### src/rtl/ysyx_24100005_wb_queue.sv
// Writeback queue: arbitrates ALU/LSU results into an in-order FIFO that drains
// one entry per cycle into the register file write port, and reports pending
// destination registers for decode hazard checks.
module ysyx_24100005_wb_queue #(
    parameter int unsigned ADDR_WIDTH = 5,
    parameter int unsigned DATA_WIDTH = 32,
    parameter int unsigned DEPTH      = 4
) (
    input  logic                    clk,
    input  logic                    rst,

    input  logic                    alu_valid,
    output logic                    alu_ready,
    input  logic [ADDR_WIDTH-1:0]   alu_rd,
    input  logic [DATA_WIDTH-1:0]   alu_data,

    input  logic                    lsu_valid,
    output logic                    lsu_ready,
    input  logic [ADDR_WIDTH-1:0]   lsu_rd,
    input  logic [DATA_WIDTH-1:0]   lsu_data,

    output logic                    rf_wen,
    output logic [ADDR_WIDTH-1:0]   rf_waddr,
    output logic [DATA_WIDTH-1:0]   rf_wdata,

    input  logic [ADDR_WIDTH-1:0]   chk_rs1,
    input  logic [ADDR_WIDTH-1:0]   chk_rs2,
    output logic                    busy_rs1,
    output logic                    busy_rs2,

    output logic [$clog2(DEPTH):0]  count
);

    localparam int unsigned PTR_W = $clog2(DEPTH);
    localparam int unsigned CNT_W = PTR_W + 1;

    logic [ADDR_WIDTH-1:0] rd_mem_q   [DEPTH];
    logic [ADDR_WIDTH-1:0] rd_mem_d   [DEPTH];
    logic [DATA_WIDTH-1:0] data_mem_q [DEPTH];
    logic [DATA_WIDTH-1:0] data_mem_d [DEPTH];

    logic [PTR_W-1:0] rp_q, rp_d;
    logic [PTR_W-1:0] wp_q, wp_d;
    logic [CNT_W-1:0] cnt_q, cnt_d;

    logic                  full;
    logic                  empty;
    logic                  push;
    logic                  pop;
    logic [ADDR_WIDTH-1:0] push_rd;
    logic [DATA_WIDTH-1:0] push_data;
    logic [DEPTH-1:0]      occupied;

    // Fixed-priority arbitration (LSU wins); full is judged before this cycle's pop.
    always_comb begin
        full      = (cnt_q == CNT_W'(DEPTH));
        empty     = (cnt_q == '0);
        lsu_ready = lsu_valid & ~full;
        alu_ready = alu_valid & ~full & ~lsu_valid;
        push_rd   = lsu_valid ? lsu_rd   : alu_rd;
        push_data = lsu_valid ? lsu_data : alu_data;
        // x0 results complete the handshake but are dropped.
        push      = (lsu_ready | alu_ready) & (push_rd != '0);
        pop       = ~empty;
    end

    // Next-state for pointers, occupancy and storage.
    always_comb begin
        rp_d       = rp_q;
        wp_d       = wp_q;
        cnt_d      = cnt_q;
        rd_mem_d   = rd_mem_q;
        data_mem_d = data_mem_q;
        if (push) begin
            rd_mem_d[wp_q]   = push_rd;
            data_mem_d[wp_q] = push_data;
            wp_d             = wp_q + PTR_W'(1);
        end
        if (pop) begin
            rp_d = rp_q + PTR_W'(1);
        end
        case ({push, pop})
            2'b10:   cnt_d = cnt_q + CNT_W'(1);
            2'b01:   cnt_d = cnt_q - CNT_W'(1);
            default: cnt_d = cnt_q;
        endcase
    end

    // Control state, cleared asynchronously so pending entries are discarded.
    always_ff @(posedge clk or negedge rst) begin
        if (!rst) begin
            rp_q  <= '0;
            wp_q  <= '0;
            cnt_q <= '0;
        end else begin
            rp_q  <= rp_d;
            wp_q  <= wp_d;
            cnt_q <= cnt_d;
        end
    end

    // Entry storage needs no reset; only occupied slots are ever observed.
    always_ff @(posedge clk) begin
        rd_mem_q   <= rd_mem_d;
        data_mem_q <= data_mem_d;
    end

    // Head entry drives the register file write port; zeros when empty.
    always_comb begin
        rf_wen   = ~empty;
        rf_waddr = '0;
        rf_wdata = '0;
        if (!empty) begin
            rf_waddr = rd_mem_q[rp_q];
            rf_wdata = data_mem_q[rp_q];
        end
    end

    // A slot is live when its distance from the read pointer is below the count.
    always_comb begin
        occupied = '0;
        for (int i = 0; i < DEPTH; i++) begin
            occupied[i] = (CNT_W'(PTR_W'(i) - rp_q) < cnt_q);
        end
    end

    // Pending-write lookup over live slots only; x0 is never busy.
    always_comb begin
        busy_rs1 = 1'b0;
        busy_rs2 = 1'b0;
        for (int i = 0; i < DEPTH; i++) begin
            if (occupied[i] && (rd_mem_q[i] == chk_rs1)) busy_rs1 = 1'b1;
            if (occupied[i] && (rd_mem_q[i] == chk_rs2)) busy_rs2 = 1'b1;
        end
        if (chk_rs1 == '0) busy_rs1 = 1'b0;
        if (chk_rs2 == '0) busy_rs2 = 1'b0;
    end

    assign count = cnt_q;

endmodule

### config.mk
export PLATFORM = sky130hd
export DESIGN_NAME = ysyx_24100005_wb_queue
export DESIGN_NICKNAME = d
export VERILOG_FILES = /design/src/rtl/ysyx_24100005_wb_queue.sv
export SDC_FILE = /design/constraint.sdc
export NUM_CORES = 1
export LEC_CHECK = 0
export ABC_AREA = 1
export CAP_MARGIN = 15
export CORE_ASPECT_RATIO = 1.5
export CORE_MARGIN = 5
export CORE_UTILIZATION = 48
export DETAILED_ROUTE_END_ITERATION = 8
export GPL_TIMING_DRIVEN = 0
export MAX_ROUTING_LAYER = met4
export PLACE_DENSITY_LB_ADDON = 0.2
export SLEW_MARGIN = 30
export SYNTH_ARGS = -nofsm -noshare
export SYNTH_HDL_FRONTEND = slang
export SYNTH_SLANG_ARGS = --single-unit
export TNS_END_PERCENT = 50
### constraint.sdc
create_clock -name clk -period 2.9 [get_ports clk]
set_input_delay 0.29 -clock clk [delete_from_list [all_inputs] [get_ports clk]]
set_output_delay 0.29 -clock clk [all_outputs]
set_load 0.1 [all_outputs]
Yosys cells after proc, flatten, opt, wreduce, memory -nomap -nowiden
Index checks and enable logic that the tools add are counted.

Order comparisons: 7. Bitwise logic cells: 10. Shift-type cells: 0. Multiply operators: 0. Reductions and logical operators: 14. Multiplexer cells: 27. $add $sub $neg: 8. Eq/ne operators: 11. Divide/modulo/power cells: 0.

Operators with widths (number): $mux 32 (5); $bwmux 128 (1); $bmux 32 s2 (1); $demux 32 s2 (1); $eq 5x5->1 (8); $mux 5 (5); $bwmux 20 (1); $lt 3x3->1 (4); $bmux 5 s2 (1); $demux 5 s2 (1); $logic_not 5->1 (2); $mux 1 (10); $logic_and 1x1->1 (9); $ge 3x3->1 const B (2); $not 2->3 (2); $pmux 3 s2 (1); $sub 1x2->3 const A (2); $sub 2x2->3 const A (2); $reduce_bool 5->1 (1); $add 2x1->2 const B (2); $and 1x1->1 (4); $add 3x1->3 const B (1); $eq 3x3->1 const B (1); $logic_not 3->1 (1); other kinds (7) (9).

Memory bits (writable): 0. Word-level logic and storage cells: 88. ROM bits: 0. Flip-flop bits (word level): 155. Bits of input ports: 88. Bits in latches: 0. Memories: 0.

Longest topological paths before layout
Gate-level depths: netlist (run 1).

Depth after elaboration: 8. Depth in mapped cells: 13. Depth with buffers taken out: 12.

Least setup slack after synthesis (run 1)
OpenSTA, ideal clock, no wires.

Kind: register -> register. Start point: reg cnt_q[0], in the netlist count[0]. End point: reg data_mem_q[0] (netlist bit) (enable). Setup slack: -0.685 ns. Stages on the path, launching flop included: 5. Arrival: 3.153 ns. Path through: dfrtp_1 nor3_1 a21oi_1 nand2_4 nor2_1.

Longest elaborated chain between the ends: 6. Elaborated cells between the ends (all ways): 7. Those cells by class: eq/ne: 1; bitwise: 6.

Ends and longest elaborated chain: start, declared (RTL line 44) `logic [CNT_W-1:0] cnt_q, cnt_d;`; start signal, assigned (RTL line 98) `cnt_q <= cnt_d;`; $eq 3x3->1 * (RTL line 56) `full = (cnt_q == CNT_W'(DEPTH));`; $not 1->1 * (RTL line 58, 59); $and 1x1->1 (2 in a row) (RTL line 59) `alu_ready = alu_valid & ~full & ~lsu_valid;`; $or 1x1->1 * (RTL line 63) `push = (lsu_ready | alu_ready) & (push_rd != '0);`; $and 1x1->1 * (RTL line 63); end signal, assigned (RTL line 105) `data_mem_q <= data_mem_d;`; end, declared (RTL line 39) `logic [DATA_WIDTH-1:0] data_mem_q [DEPTH];`.

Every way passes the cells marked *; elsewhere a longest branch is shown, timed or not. A chain may end at the register's enable or synchronous reset.

Worst setup path after layout (run 1)
Start point: reg rp_q[0]. End point: out busy_rs2.

Longest elaborated chain between the ends: 8. Elaborated cells between the ends (all ways): 17. Those cells by class: add/sub: 4; order compare: 4; mux: 5; reduce/logical: 4.

Ends and longest elaborated chain: start, declared (RTL line 42) `logic [PTR_W-1:0] rp_q, rp_d;`; start signal, assigned (RTL line 96) `rp_q <= rp_d;`; $sub 1x2->3 (RTL line 123) `occupied[i] = (CNT_W'(PTR_W'(i) - rp_q) < cnt_q);`; $lt 3x3->1 (RTL line 123); $logic_and 1x1->1 (RTL line 133) `if (occupied[i] && (rd_mem_q[i] == chk_rs2)) busy_rs2 = 1'b1;`; $mux 1 (3 in a row) (RTL line 133); $mux 1 * (RTL line 133); $mux 1 * (RTL line 136) `if (chk_rs2 == '0) busy_rs2 = 1'b0;`; end, declared (RTL line 29) `output logic busy_rs2,`.

Marks and branches as above.

==> results of run 1 <==
state kept, by name, summed over array words and instances (netlist names):
signal,cells
count,3
data_mem_q,128
rp_q,2
rd_mem_q,20
wp_q,2
what timing repair did:
action,4_1_cts,5_1_grt
pin swaps,2,4
setup buffers,2,0
setup endpoints to repair,41,21
hold buffers,0,0
gates resized for setup,124,32
per-layer routing:
metal / vias up / wire length (µm) / track usage
met5: - / 0 / -
met4: 0 / 798 / 0.112
met3: 60 / 1140 / 0.0393
met2: 227 / 11100 / 0.412
met1: 2861 / 7480 / 0.246
li1: 2949 / - / -
final cells by class:
| cell class | instances | area, µm² | share of cell area |
|---|---|---|---|
| multi-input cells | 549 | 2590 | 0.260 |
| repair buffers | 139 | 1490 | 0.150 |
| well taps | 203 | 254 | 0.0255 |
| flip-flops and latches | 155 | 4620 | 0.464 |
| clock inverters | 15 | 171 | 0.0172 |
| inverters | 50 | 193 | 0.0193 |
| plain buffers | 39 | 219 | 0.0220 |
| clock buffers | 17 | 425 | 0.0427 |
metrics by stage:
step / worst slack (ns) / hold slack, ns / util / setup TNS, ns / std cells
after floorplan: -0.625 / -0.00559 / - / -11.69 / 793
after global placement: -0.768 / 0.586 / 0.587 / -46.55 / 1125
after detailed placement: -0.777 / 0.592 / 0.600 / -5.31 / 1133
after CTS: -0.122 / 0.146 / 0.644 / -0.752 / 1167
after global routing: -0.0536 / 0.168 / 0.644 / -0.0779 / 1167
final: 0.110 / 0.152 / 0.644 / 0 / 1167
how the worst max path moves through the flow:
stage,endpoint,slack [ns],depth (start not counted)
2_1_floorplan,busy_rs1,-0.63,8
3_3_place_gp,busy_rs2,-0.77,13
3_5_place_dp,busy_rs2,-0.78,13
4_1_cts,rf_wdata[14],-0.12,6
5_1_grt,busy_rs2,-0.05,14
6_report,busy_rs2,0.11,12
critical path: cells and delay by family (launching register included):
kind | cells | cell delay (ns)
adder cells (fa/ha/maj) | 2 | 0.48
buffers and inverters | 4 | 0.60
flip-flops | 1 | 0.45
AND/OR/NAND/NOR | 5 | 0.38
AO/OA/AOI/OAI | 1 | 0.16
layout by cell type (no fill, tap or decap), types with 4 or more instances in the layout:
cell type	instances
a21oi_1	50
buf_1	6
buf_16	6
buf_2	14
buf_4	6
clkbuf_1	10
clkbuf_16	17
clkbuf_2	10
clkdlybuf4s15_2	25
clkdlybuf4s50_1	88
clkinv_1	4
dfrtp_1	5
edfxtp_1	148
ha_1	11
inv_1	45
nand2_1	206
nand3_1	4
nand4_1	7
nor2_1	155
nor2_4	4
o21ai_0	76
xnor2_1	9
xor2_1	4
Yosys cell counts:
library cell  count  area share
nor2_1          160       0.080
a21oi_1          50       0.033
dfrtp_1           7       0.023
xor2_1            4      0.0047
inv_1            46       0.023
nand2_1         206        0.10
nand2_4           1      0.0015
edfxtp_1        148        0.59
nor3_2            1      0.0013
nand3_1           4      0.0027
o21ai_0          76       0.051
o21ai_1           2      0.0013
inv_2             4      0.0020
o21a_1            1      0.0010
o21ai_2           1      0.0012
nand4_1           7      0.0058
clkbuf_1         13      0.0065
nor2_2            1     0.00083
ha_1             14       0.023
nor3_1            3      0.0020
xnor2_1           9       0.010
or2_2             2      0.0017
nand2_2           1     0.00083
buf_2            13      0.0087
xor2_2            1      0.0022
buf_1             7      0.0035
buf_6             1      0.0015
buf_4             5      0.0050
a21oi_2           1      0.0012
o22ai_1           2      0.0017
nand3_2           1      0.0013
fa_1              1      0.0027
cell families (layout without fill, tap and decap cells):
group           Yosys count  after routing  synth area share
compound gates          133            133            0.0903
flops                   155            155             0.615
xor+xnor                 14             14            0.0173
simple gates            387            387             0.201
buf+inv                  89            260            0.0502
fa+ha+maj                15             15            0.0260
==> metrics, run 1 <==
status=finished clean; post-synthesis cell type count=32; CP arrival=2.50 ns; Cells after Synth=793; RSZ-0062 raised after global routing=true; CP endpoint kind=primary output; Setup crit start kind=register; TritonCTS clock tree=built; syn avg cell area=9.47 µm²; flop-to-flop setup slack=0.39 ns; vias in the first global route=6,036; Final Hold Viols=0; min Tclk post-route=2.79 ns; CP max-delay cell=dfrtp_2; Final Skew=0.00709 ns; Worst R2R Start=count[0]$_DFFE_PN0P_; die area=18,300 µm²; Synth warnings=0; clk_lat worst skew=0.42 ns; dpl cell area=9290 µm²; CTS root buffer=clkbuf_16; Post-Syn Area=7510 µm²; diode count=0; drt via density=5.22; final setup violation count=0; Fillers=1,234; CTS H-Tree Depth=4; largest stage delay on the critical path=0.45 ns; initial antenna violation count=0; share of layout cells above drive strength 1=0.131; hpwl dp=14,700 µm; Critical Path Source=rp_q[0]$_DFFE_PN0N_; final layout net count=1,054; final slew viol count=0; DRC violation count after routing=0; total length of routed wires=20,500 µm; Avg WL per Cell=17.6 µm; Vias=6,097; total iterations of the first detailed-routing run=7; R2R cell count=9; largest net degree at the start of global routing=21; Max clock buf depth=2; I/O pin count=133; initial core utilization=0.485; Port Buf Inserts=129; Placer Congestion=0.912; total CTS buffers=17; CP max FO=10; final instance area=9960 µm²; Final period util=0.962; All-Layer GR Usage=0.230; DIE WIDTH=112 µm; maxcap violations=0; Row Count=56; die height=163 µm; area grow syn2layout=32.7%; Setup CP Type=reg2out; Worst Tran Pin Value=0.971 ns; grt total ovfl=0; f_max=0.358 GHz; Reg clk slew, reported paths=0.06 ns; drt initial violations=456; Worst Hold Class=in2async; clock sink count=155; Synth Register Bits=155; worst reg2reg endpoint=count[2]$_DFFE_PN0P_; first-pass GRT wire length=31,300 µm; Post-DRT Antenna Nets=0; crit path cell chain=inv_4 -> buf_8 -> buf_12 -> ha_4 -> ha_1 -> nand2_1 -> o21a_1 -> nand3_1 -> nand2_1 -> nor2_1 -> nor2_1 -> buf_6; sequential area share after synthesis=0.615; core area=15,500 µm²; slew margin rel.=0.351; net count after synthesis=896; Required @ worst endpoint=2.61 ns
Power of run 1 is left out: the tool's default activity adds up to more than one toggle a clock period on the data nets, which glitch-free logic cannot reach.
==> run 2: changes to the inputs <==
--- a/config.mk
+++ b/config.mk
@@ -9,9 +9,9 @@
 export CAP_MARGIN = 15
 export CORE_ASPECT_RATIO = 1.5
 export CORE_MARGIN = 5
-export CORE_UTILIZATION = 48
+export CORE_UTILIZATION = 49
+export CTS_BUF_LIST = sky130_fd_sc_hd__clkbuf_4 sky130_fd_sc_hd__clkbuf_8
 export DETAILED_ROUTE_END_ITERATION = 8
-export GPL_TIMING_DRIVEN = 0
 export MAX_ROUTING_LAYER = met4
 export PLACE_DENSITY_LB_ADDON = 0.2
 export SLEW_MARGIN = 30
==> run 2 against run 1 <==
Non-clock buffer count is 30 lower. Largest cell class unchanged. Register-to-register slack better by 0.09 ns. Die area is 1.9% lower. Critical path depth is 1 lower.
==> metrics, run 2 (synthesis results as in run 1) <==
status=finished clean; diode count=0; Required @ worst endpoint=2.61 ns; Reg with most FFs=data_mem_q; Placer Congestion=0.944; Avg WL per Cell=16.6 µm; TNS Setup=0 ns; Inst Count DP=1,101; Worst Tran Pin Value=0.687 ns; Worst R2R Start=count[0]$_DFFE_PN0P_; grt total ovfl=0; f_max=0.368 GHz; Final Skew=0.0136 ns; die height=162 µm; maxcap violations=0; CTS root buffer=clkbuf_8; I/O pin count=133; Final Hold Viols=0; drt initial violations=410; Finished Layout Cells=1,133; Setup crit start kind=register; initial core utilization=0.498; Reg clk slew, reported paths=0.09 ns; Final period util=0.936; final layout net count=1,024; core area=15,100 µm²; R2R cell count=9; worst reg2reg endpoint=count[2]$_DFFE_PN0P_; flop-to-flop setup slack=0.48 ns; largest stage delay on the critical path=0.42 ns; max reg flops=128; largest net degree at the start of global routing=71; area grow syn2layout=31.1%; DRC violation count after routing=0; hpwl dp=12,800 µm; clk_lat worst skew=0.44 ns; CP max FO=17; first-pass GRT wire length=29,300 µm; hold_ws=0.123 ns; CP max-delay cell=dfrtp_2; most frequent cells in the layout=206 x nand2_1, 153 x nor2_1, 148 x edfxtp_1; RSZ-0062 raised after global routing=true; Post-DRT Antenna Nets=0; total CTS buffers=17; DIE WIDTH=111 µm; CP dominant cell by count=nand2_1; crit path cell chain=buf_4 -> ha_1 -> ha_1 -> nand2_1 -> nand2_1 -> nor2_2 -> nand4_1 -> nand2_1 -> nor2_1 -> nor2_2 -> buf_12; Worst Hold Class=in2async; total iterations of the first detailed-routing run=5; setup bufs post-CTS=0; Setup CP Type=reg2out; Critical Path Source=rp_q[1]$_DFFE_PN0N_; commonest non-fill, non-tap cell in the layout=nand2_1; Max clock buf depth=2; TritonCTS clock tree=built; delay-heaviest family, CP=simple AND/OR/NAND/NOR gates; Vias=5,817; CP endpoint kind=primary output; share of layout cells above drive strength 1=0.124; min Tclk post-route=2.72 ns; CTS H-Tree Depth=4; final setup violation count=0; initial antenna violation count=0; slew margin rel.=0.542; Row Count=55; fin util=0.653; CP arrival=2.43 ns; clock sink count=155; final slew viol count=0; drt via density=5.13; vias in the first global route=5,637; Port Buf Inserts=132; die area=18,000 µm²; total length of routed wires=18,800 µm; WP buf/inv=2; All-Layer GR Usage=0.216
==> run 2: changes by cell type in the layout (fill, tap and decap cells not counted), sizes merged <==
cell | before | now
clkbuf | 38 | 17
clkdlybuf4s18 | 3 | 0
bufinv | 3 | 1
clkdlybuf4s50 | 88 | 86
inv | 53 | 57
clkdlybuf4s15 | 25 | 0
buf | 39 | 62
clkinv | 6 | 4
dlygate4sd2 | 2 | 0
==> run 2: layout make-up <==
cell class,count,area [µm²]
tap,199,249
clock inverter,15,139
multi-input combinational,549,2560
sequential,155,4620
inverter,50,188
clock buffer,17,234
fill,1159,5230
timing repair buffer,148,1850
==> run 2: worst max-delay path by stage <==
stage | depth (start not counted) | endpoint | slack (ns)
after floorplan | 8 | busy_rs1 | -0.63
after global placement | 12 | count[2]$_DFFE_PN0P_ | 0.11
after detailed placement | 12 | count[2]$_DFFE_PN0P_ | 0.03
after CTS | 11 | busy_rs2 | 0.006
after global routing | 12 | busy_rs1 | -0.005
final | 11 | busy_rs2 | 0.18
==> run 2: routing by layer <==
metal	vias to the layer above	wire, µm	GRT usage
met5	-	0	-
met4	0	436	0.0797
met3	27	983	0.0454
met2	194	10200	0.390
met1	2715	7240	0.234
li1	2881	-	-
==> run 2: timing repair <==
item | in CTS | in global routing
hold buffers | 0 | 0
endpoints found under the setup margin | 0 | 2
resized for setup | 0 | 3
==> run 2: stage by stage <==
stage	instance area [µm²]	worst slack [ns]
after CTS	9830	0.00599
after floorplan	7540	-0.625
final	9840	0.185
after global routing	9840	-0.00507
after global placement	9460	0.110
after detailed placement	9460	0.0330
Power of run 2 is left out for the same reason.
